==> config.mk <==
export PLATFORM = sky130hd
export DESIGN_NAME = writeback_stage
export DESIGN_NICKNAME = d
export VERILOG_FILES = /design/src/rtl/writeback_stage.sv
export SDC_FILE = /design/constraint.sdc
export NUM_CORES = 1
export LEC_CHECK = 0
export CORE_ASPECT_RATIO = 0.7
export CORE_MARGIN = 8
export CORE_UTILIZATION = 29
export DETAILED_ROUTE_END_ITERATION = 7
export HOLD_SLACK_MARGIN = 0.12
export PLACE_DENSITY = 0.56
export REMOVE_ABC_BUFFERS = 1
export SLEW_MARGIN = 20
export SYNTH_ARGS = -nofsm -noshare
export SYNTH_HDL_FRONTEND = slang
export SYNTH_SLANG_ARGS = --single-unit
export TNS_END_PERCENT = 30
==> constraint.sdc <==
create_clock -name clk -period 2.2 [get_ports clk]
set_clock_uncertainty 0.2 [all_clocks]
set_input_delay 0.22 -clock clk [delete_from_list [all_inputs] [get_ports clk]]
set_output_delay 0.22 -clock clk [all_outputs]
set_load 0.05 [all_outputs]
==> src/rtl/writeback_stage.sv <==
// ---------------------------------------------------------------------------
// writeback_stage
// MEM/WB pipeline register and writeback logic for the MIPS datapath.
// Captures one retiring instruction per accepted handshake. It picks the ALU,
// load or link result and extracts and extends sub-word loads. It drives the
// register-file write port for exactly one cycle per instruction and never
// writes $0. It also provides a registered forwarding tap for the bypass unit
// and counts retired instructions.
//
// Ports
//   clk, rst_n            clock, asynchronous active-low reset
//   in_valid / in_ready   handshake from the MEM stage
//   in_reg_write, in_dest instruction writes GPR in_dest
//   in_wb_sel             00 ALU, 01 load, 10 link, 11 ALU
//   in_alu_result, in_mem_data, in_pc_plus4   candidate results
//   in_load_type          000 LW, 001 LH, 010 LHU, 011 LB, 100 LBU, else LW
//   in_byte_off           load address bits [1:0]
//   wb_hold, flush        downstream hold, kill of the held instruction
//   WriteRegister/WriteData/WriteEnable       register-file write port
//   fwd_valid/fwd_reg/fwd_data                bypass tap
//   align_err             pulse: misaligned halfword load retired
//   retire_count          instructions retired since reset
// ---------------------------------------------------------------------------
module writeback_stage #(
  parameter int DATA_W = 32,
  parameter int CNT_W  = 32
) (
  input  logic              clk,
  input  logic              rst_n,
  input  logic              in_valid,
  output logic              in_ready,
  input  logic              in_reg_write,
  input  logic [4:0]        in_dest,
  input  logic [1:0]        in_wb_sel,
  input  logic [DATA_W-1:0] in_alu_result,
  input  logic [DATA_W-1:0] in_mem_data,
  input  logic [DATA_W-1:0] in_pc_plus4,
  input  logic [2:0]        in_load_type,
  input  logic [1:0]        in_byte_off,
  input  logic              wb_hold,
  input  logic              flush,
  output logic [4:0]        WriteRegister,
  output logic [DATA_W-1:0] WriteData,
  output logic              WriteEnable,
  output logic              fwd_valid,
  output logic [4:0]        fwd_reg,
  output logic [DATA_W-1:0] fwd_data,
  output logic              align_err,
  output logic [CNT_W-1:0]  retire_count
);

  // EMPTY: no instruction; FRESH: write being presented; HELD: written, waiting
  localparam logic [1:0] ST_EMPTY = 2'd0;
  localparam logic [1:0] ST_FRESH = 2'd1;
  localparam logic [1:0] ST_HELD  = 2'd2;

  localparam logic [1:0] SEL_LOAD = 2'b01;
  localparam logic [1:0] SEL_LINK = 2'b10;

  localparam logic [2:0] LT_LH  = 3'b001;
  localparam logic [2:0] LT_LHU = 3'b010;
  localparam logic [2:0] LT_LB  = 3'b011;
  localparam logic [2:0] LT_LBU = 3'b100;

  logic [1:0]        state_q, state_d;
  logic              stage_valid_s;
  logic              accept_s;
  logic              wr_ok_s;
  logic              misalign_s;
  logic [DATA_W-1:0] wb_data_s;

  logic [4:0]        wreg_q;
  logic [DATA_W-1:0] wdata_q;
  logic              we_q;
  logic              fwd_ok_q;     // held instruction really writes a GPR
  logic              fwd_valid_q;
  logic              align_err_q;
  logic [CNT_W-1:0]  count_q;

  // Sub-word load extraction; the halfword lane comes from off[1] only, so a
  // misaligned LH/LHU still produces data.
  function automatic logic [DATA_W-1:0] load_extend(
    input logic [2:0]        lt,
    input logic [1:0]        off,
    input logic [DATA_W-1:0] mem
  );
    logic [15:0]       half_v;
    logic [7:0]        byte_v;
    logic [DATA_W-1:0] res_v;
    half_v = off[1] ? mem[31:16] : mem[15:0];
    case (off)
      2'd0:    byte_v = mem[7:0];
      2'd1:    byte_v = mem[15:8];
      2'd2:    byte_v = mem[23:16];
      2'd3:    byte_v = mem[31:24];
      default: byte_v = mem[7:0];
    endcase
    case (lt)
      LT_LH:   res_v = {{(DATA_W-16){half_v[15]}}, half_v};
      LT_LHU:  res_v = {{(DATA_W-16){1'b0}}, half_v};
      LT_LB:   res_v = {{(DATA_W-8){byte_v[7]}}, byte_v};
      LT_LBU:  res_v = {{(DATA_W-8){1'b0}}, byte_v};
      default: res_v = mem;
    endcase
    return res_v;
  endfunction

  assign stage_valid_s = (state_q != ST_EMPTY);
  assign in_ready      = ~stage_valid_s | ~wb_hold;
  assign accept_s      = in_valid & in_ready & ~flush;
  assign wr_ok_s       = in_reg_write & (in_dest != 5'd0);
  assign misalign_s    = (in_wb_sel == SEL_LOAD) &
                         ((in_load_type == LT_LH) | (in_load_type == LT_LHU)) &
                         in_byte_off[0];

  // Writeback result select; 11 falls back to the ALU result
  always_comb begin
    wb_data_s = in_alu_result;
    case (in_wb_sel)
      SEL_LOAD: wb_data_s = load_extend(in_load_type, in_byte_off, in_mem_data);
      SEL_LINK: wb_data_s = in_pc_plus4;
      default:  wb_data_s = in_alu_result;
    endcase
  end

  // Next state: flush beats accept; a valid stage under hold parks in HELD
  always_comb begin
    state_d = ST_EMPTY;
    if (flush) begin
      state_d = ST_EMPTY;
    end else if (accept_s) begin
      state_d = ST_FRESH;
    end else if (stage_valid_s && wb_hold) begin
      state_d = ST_HELD;
    end else begin
      state_d = ST_EMPTY;
    end
  end

  // Pipeline register, one-shot write strobe, forwarding tap and retire counter
  always_ff @(posedge clk or negedge rst_n) begin
    if (!rst_n) begin
      state_q     <= ST_EMPTY;
      wreg_q      <= 5'd0;
      wdata_q     <= {DATA_W{1'b0}};
      we_q        <= 1'b0;
      fwd_ok_q    <= 1'b0;
      fwd_valid_q <= 1'b0;
      align_err_q <= 1'b0;
      count_q     <= {CNT_W{1'b0}};
    end else begin
      state_q     <= state_d;
      // Only an accept enters FRESH, so the strobe and error pulse last one cycle
      we_q        <= accept_s & wr_ok_s;
      align_err_q <= accept_s & misalign_s;
      fwd_valid_q <= (state_d != ST_EMPTY) & (accept_s ? wr_ok_s : fwd_ok_q);
      if (accept_s) begin
        wreg_q   <= in_dest;
        wdata_q  <= wb_data_s;
        fwd_ok_q <= wr_ok_s;
        count_q  <= count_q + {{(CNT_W-1){1'b0}}, 1'b1};
      end else begin
        wreg_q   <= wreg_q;
        wdata_q  <= wdata_q;
        fwd_ok_q <= fwd_ok_q;
        count_q  <= count_q;
      end
    end
  end

  assign WriteRegister = wreg_q;
  assign WriteData     = wdata_q;
  assign WriteEnable   = we_q;
  assign fwd_valid     = fwd_valid_q;
  assign fwd_reg       = wreg_q;
  assign fwd_data      = wdata_q;
  assign align_err     = align_err_q;
  assign retire_count  = count_q;

endmodule

==> impl_metrics.ini, run 1 <==
[outcome]
status = finished, final reports clean

[floorplan]
start_util_pct = 29.3
die_height_um = 123
dieWidth_um = 168
core_area_um2 = 16100
io_pins = 224
rows = 39
fp.dieArea_um2 = 20700

[setup_path]
crit_type = flip-flop to primary output
cp_top_family = buffers and inverters
cp-start-kind = flip-flop
cp_slowest_cell = clkdlybuf4s50_1
cp-end-kind = primary output
crit_chain = clkdlybuf4s50_1
cp_max_fo = 5
arrival_ps = 1670
reg2reg_slack_ps = 170
worstReg2RegEnd = retire_count[23]$_DFFE_PN0P_
crit_required_ps = 1780
startpoint = retire_count[21]$_DFFE_PN0P_
reg2reg_depth = 5
critical_path_buf_inv_count = 1
critical-path-max-stage-delay_ps = 860
reg2reg_from = state_q[1]$_DFF_PN0_

[drt]
drt-initial-drc-count = 311
avgViaCountPerCell = 5.00
drc_errors = 0
met1_length_um = 8710
wl_um = 18900
wl_met2_um = 8900
wl_per_cell_um = 20.0
highest_layer = met4
num_vias = 4709
drt_pass1_iterations = 4
ant_nets = 0
wl_met3_um = 1010

[sta]
relSlewSlack_pct = 63.6
setup_viol = 0
hold_ws_ps = 194
rsz0062_at_grt = false
worstMarginPinSlew_ps = 544
fmax_ghz = 0.478
hold_viol_final = 0
fin_crit_sh_pct = 95.1
drv_slew = 0
min_period_ps = 2090

[synth]
syn_area_um2 = 4720
ys_warn_count = 0
ys_types = 55
ys_ff_latch = 75
synth_edf_count = 0
ys_async_sr_fraction_pct = 100
ys_seq_area_share_pct = 39.8
syn_area_per_cell_um2 = 9.12
synth_cells = 517
synth_ff_type = dfrtp_1

[grt]
grt_pass1_vias = 4932
grt_pass1_wl_um = 28600
grt.overflow.total = 0
grt_max_degree = 35
antenna_found_initial = 0
track_usage_pct = 17.9

[pwr]
combPwrFrac_pct = 45.3
intPower_mw = 3.44
ir_worst_vdd_mv = 0.448
seqPwrFrac_pct = 29.4
netSwitchingPower_mw = 2.52
switching_share_pct = 42.3
power_density_nw_per_um2 = 791
power_frac_clock_pct = 25.3
power_leakage_nw = 3.05

[place]
io_buffers = 223
dp.cells = 922
gp_congestion = 0.873
dp_hpwl_um = 15200

[clocking]
cts_root_buffer = clkbuf_16
htree_levels = 3
clk_pin_slew_ps = 70
cts_tree = yes
clk_path_buf_depth = 2
cts-buffers-inserted = 9
clk_latency_ps = 340
cts_sinks = 75

[run]
maxCapViolations = 0

[finish]
diodes = 0
area_growth_pct = 59.9
finalNonFillerCells = 942
nets = 849
drive_above_1_share_pct = 14.5

[worst_hold_path]
hold_path_class = primary input to asynchronous set/reset pin
## power groups by stage
stage	clock, mW	sequential [mW]	combinational, mW
global route	1.60	1.79	2.84
global placement	0	1.77	2.71
finish	1.51	1.76	2.70
floorplan	0	2.85	0.413
detailed placement	0	1.78	2.71
CTS	1.54	1.76	2.73
## how the worst max path moves through the flow
stage | endpoint | slack (ps) | depth (start not counted)
after floorplan | WriteData[10]$_DFFE_PN0P_ | -1220 | 7
after global placement | WriteData[6]$_DFFE_PN0P_ | -290 | 8
after detailed placement | WriteData[29]$_DFFE_PN0P_ | -410 | 6
after CTS | retire_count[19]$_DFFE_PN0P_ | 50 | 5
after global routing | WriteData[6]$_DFFE_PN0P_ | 4 | 8
final | retire_count[21] | 110 | 1
## cell families (layout without fill, tap and decap cells)
family	count (synthesis)	count (layout)	synth area share [%]
AO/OA/AOI/OAI	170	170	24.2
XOR/XNOR	32	32	5.94
adder cells (fa/ha/maj)	3	3	0.796
buffers and inverters	90	310	10.7
flip-flops	75	75	39.8
multiplexers	14	14	3.34
AND/OR/NAND/NOR	133	133	15.2
## cell usage after synthesis (all sizes together), types with 2 or more instances
master,count,area (um2)
dfrtp,75,1880
o21ai,61,305
buf,55,374
nand2,51,191
a21oi,46,253
xnor2,26,228
or3,22,138
o211ai,19,173
clkbuf,18,68.8
o221ai,18,158
inv,17,63.8
nand3,12,60.1
nand4,11,68.8
nor2,11,43.8
mux2i,9,90.1
o221a,6,67.6
xor2,6,52.6
and3,4,25.0
mux2,4,45.0
a21o,3,22.5
and4,3,26.3
ha,3,37.5
nand2b,3,18.8
nor3,3,15.0
nor4,3,25.0
o21a,3,22.5
a221o,2,20.0
a221oi,2,17.5
nor4b,2,47.6
o31ai,2,15.0
or2,2,12.5
## layer usage
metal  vias to the layer above  track usage (%)
met2                       149             28.9
met4                         0             4.11
met1                      2269             24.2
met5                         -                0
li1                       2277                -
met3                        14             3.86
## flip-flops by register name, indices dropped and copies added, names as in the netlist
name / flops
state_q: 2
WriteEnable: 1
fwd_valid: 1
retire_count: 32
WriteData: 32
WriteRegister: 5
fwd_ok_q: 1
align_err: 1
## repair_timing
| item | 4_1_cts | 5_1_grt |
|---|---|---|
| endpoints found under the hold margin | 75 | 0 |
| buffers inserted | 2 | 1 |
| endpoints found under the setup margin | 9 | 10 |
| pin swaps | 1 | 2 |
| hold buffers | 1 | 0 |
| resized for setup | 1 | 3 |
## cell type report
type	count	area [um2]
Inverter	17	63.8
Tap cell	205	256
Sequential cell	75	1880
Fill cell	1530	8560
Clock inverter	7	73.8
Multi-Input combinational cell	352	2360
Clock buffer	9	225
Timing Repair Buffer	277	2690
## per-stage QoR
| stage | setup WS (ps) | TNS (ps) | utilization [%] | power [mW] | instance area [um2] |
|---|---|---|---|---|---|
| 4_1_cts | 53.0 | 0 | 46.7 | 6.03 | 7520 |
| 6_report | 107 | 0 | 46.8 | 5.96 | 7540 |
| 3_3_place_gp | -294 | -7460 | 44.5 | 4.48 | 7170 |
| 3_5_place_dp | -414 | -9220 | 44.5 | 4.49 | 7170 |
| 2_1_floorplan | -1220 | -40140 | - | 3.27 | 4270 |
| 5_1_grt | 4.18 | 0 | 46.8 | 6.22 | 7540 |
## placed cells by master (no fill, tap or decap), types with 4 or more instances in the layout
| master | n |
|---|---|
| inv_1 | 17 |
| nand4_1 | 11 |
| a21oi_1 | 40 |
| or3_1 | 22 |
| xor2_1 | 6 |
| o21ai_1 | 13 |
| clkbuf_16 | 9 |
| clkdlybuf4s50_1 | 221 |
| xnor2_1 | 26 |
| mux2i_1 | 9 |
| o221a_2 | 6 |
| mux2_2 | 4 |
| o221ai_1 | 18 |
| a21oi_2 | 6 |
| nor2_1 | 9 |
| nand2_1 | 51 |
| dfrtp_1 | 74 |
| and3_1 | 4 |
| o21ai_0 | 48 |
| buf_12 | 4 |
| o211ai_1 | 13 |
| buf_4 | 51 |
| o211ai_2 | 6 |
| nand3_1 | 12 |
(Power assumes the default switching activity.)
==> inputs of run 2 (changes only) <==
Settings changed: SKIP_LAST_GASP set to 1.
==> impl_metrics.ini, run 2 (synthesis gave the netlist of run 1 again) <==
[finish]
seqCellArea_um2 = 1880
n_fill_cell = 1529
final_common_cell = clkdlybuf4s50_1
final_area_um2 = 7540
diodes = 0
nets = 849
area_growth_pct = 59.9
mostFrequentLayoutCells = clkdlybuf4s50_1, dfrtp_1, nand2_1, buf_4, o21ai_0
drive_above_1_share_pct = 14.4
multi_input_area_um2 = 2360

[place]
io_buffers = 223
dp_hpwl_um = 15200
gp_congestion = 0.873
dpl-instance-area_um2 = 7170

[clocking]
clk_path_buf_depth = 2
clk_latency_ps = 340
clk_pin_slew_ps = 60
cts_root_buffer = clkbuf_16
htree_levels = 3
cts-buffers-inserted = 9
cts_tree = yes
cts_sinks = 75

[drt]
met1_length_um = 8830
wl_met3_um = 899
ant_nets = 0
num_vias = 4764
drt-initial-drc-count = 317
wl_met2_um = 8830
avgViaCountPerCell = 5.06
drt_pass1_iterations = 5
drc_errors = 0
wl_per_cell_um = 20.0
wl_um = 18800
highest_layer = met4

[outcome]
status = finished, final reports clean

[setup_path]
reg2reg_from = retire_count[1]$_DFFE_PN0P_
cp-start-kind = primary input
crit_type = primary input to flip-flop
cp_max_fo = 7
startpoint = in_byte_off[1]
crit_required_ps = 2220
cp-end-kind = flip-flop
arrival_ps = 2140

[sta]
worstMarginPinSlew_ps = 539
fmax_ghz = 0.472
hold_ws_ps = 197
rsz0062_at_grt = true
min_period_ps = 2120
relSlewSlack_pct = 63.9
fin_crit_sh_pct = 96.3
setup_viol = 0
drv_slew = 0
hold_viol_final = 0

[pwr]
power_mw = 5.97
ir_worst_vdd_mv = 0.448
power_leakage_nw = 3.05
power_density_nw_per_um2 = 791

[floorplan]
fp.dieArea_um2 = 20700
rows = 39
die_height_um = 123
core_area_um2 = 16100
io_pins = 224
dieWidth_um = 168
start_util_pct = 29.3

[worst_hold_path]
hold_path_class = primary input to asynchronous set/reset pin

[grt]
grt_max_degree = 35
grt_pass1_wl_um = 28600
track_usage_pct = 17.9
grt_pass1_vias = 4932
grt.overflow.total = 0
antenna_found_initial = 0

[run]
maxCapViolations = 0
run 2: cell counts in the layout (fill, tap and decap cells not counted):
Identical to the previous run, type by type.
run 2: final cells by class:
class	instances	area share, %
inverters	17	0.846
clock inverters	7	0.979
well taps	205	3.40
clock buffers	9	2.99
flip-flops and latches	75	24.9
multi-input cells	352	31.3
repair buffers	277	35.6
run 2: final timing paths:
path | to | slack (ps) | depth (start not counted)
max | WriteData[8]$_DFFE_PN0P_ | 80 | 6
min | retire_count[8]$_DFFE_PN0P_ | 200 | 2
max reg2reg | retire_count[26]$_DFFE_PN0P_ | 160 | 7
min reg2reg | retire_count[31]$_DFFE_PN0P_ | 280 | 1
max in group asynchronous | retire_count[15]$_DFFE_PN0P_ | 990 | 3
min in group clk | WriteRegister[4]$_DFFE_PN0P_ | 240 | 3
run 2: routing by layer:
layer / up-vias / track usage (%)
li1: 2281 / -
met5: - / 0
met1: 2318 / 24.2
met4: 0 / 4.11
met2: 150 / 28.9
met3: 15 / 3.86
run 2: critical path: stages:
cell and delay (ps):
clkdlybuf4s50_1 520, mux4_2 570, a311oi_4 480, o21ai_1 160, o211ai_2 110, a21oi_2 70
run 2: power by group:
| part | total, mW | internal [mW] | switching (mW) |
|---|---|---|---|
| Clock | 1.51 | 0.885 | 0.627 |
| Combinational | 2.70 | 0.993 | 1.71 |
| Sequential | 1.75 | 1.56 | 0.191 |
run 2: repair_timing:
item,4_1_cts,5_1_grt
endpoints found under the hold margin,75,0
cloned,0,0
setup buffers,2,1
pin swaps,1,1
endpoints found under the setup margin,9,9
gates resized for setup,0,3
hold buffers,1,0
run 2: stage by stage:
| step | std cells | setup slack [ps] | utilization, % | setup TNS (ps) |
|---|---|---|---|---|
| floorplan | 444 | -1220 | - | -40140 |
| global placement | 922 | -294 | 44.5 | -7460 |
| detailed placement | 922 | -414 | 44.5 | -9220 |
| CTS | 941 | -16.3 | 46.6 | -16.3 |
| global route | 942 | -6.69 | 46.8 | -8.27 |
| finish | 942 | 80.6 | 46.8 | 0 |
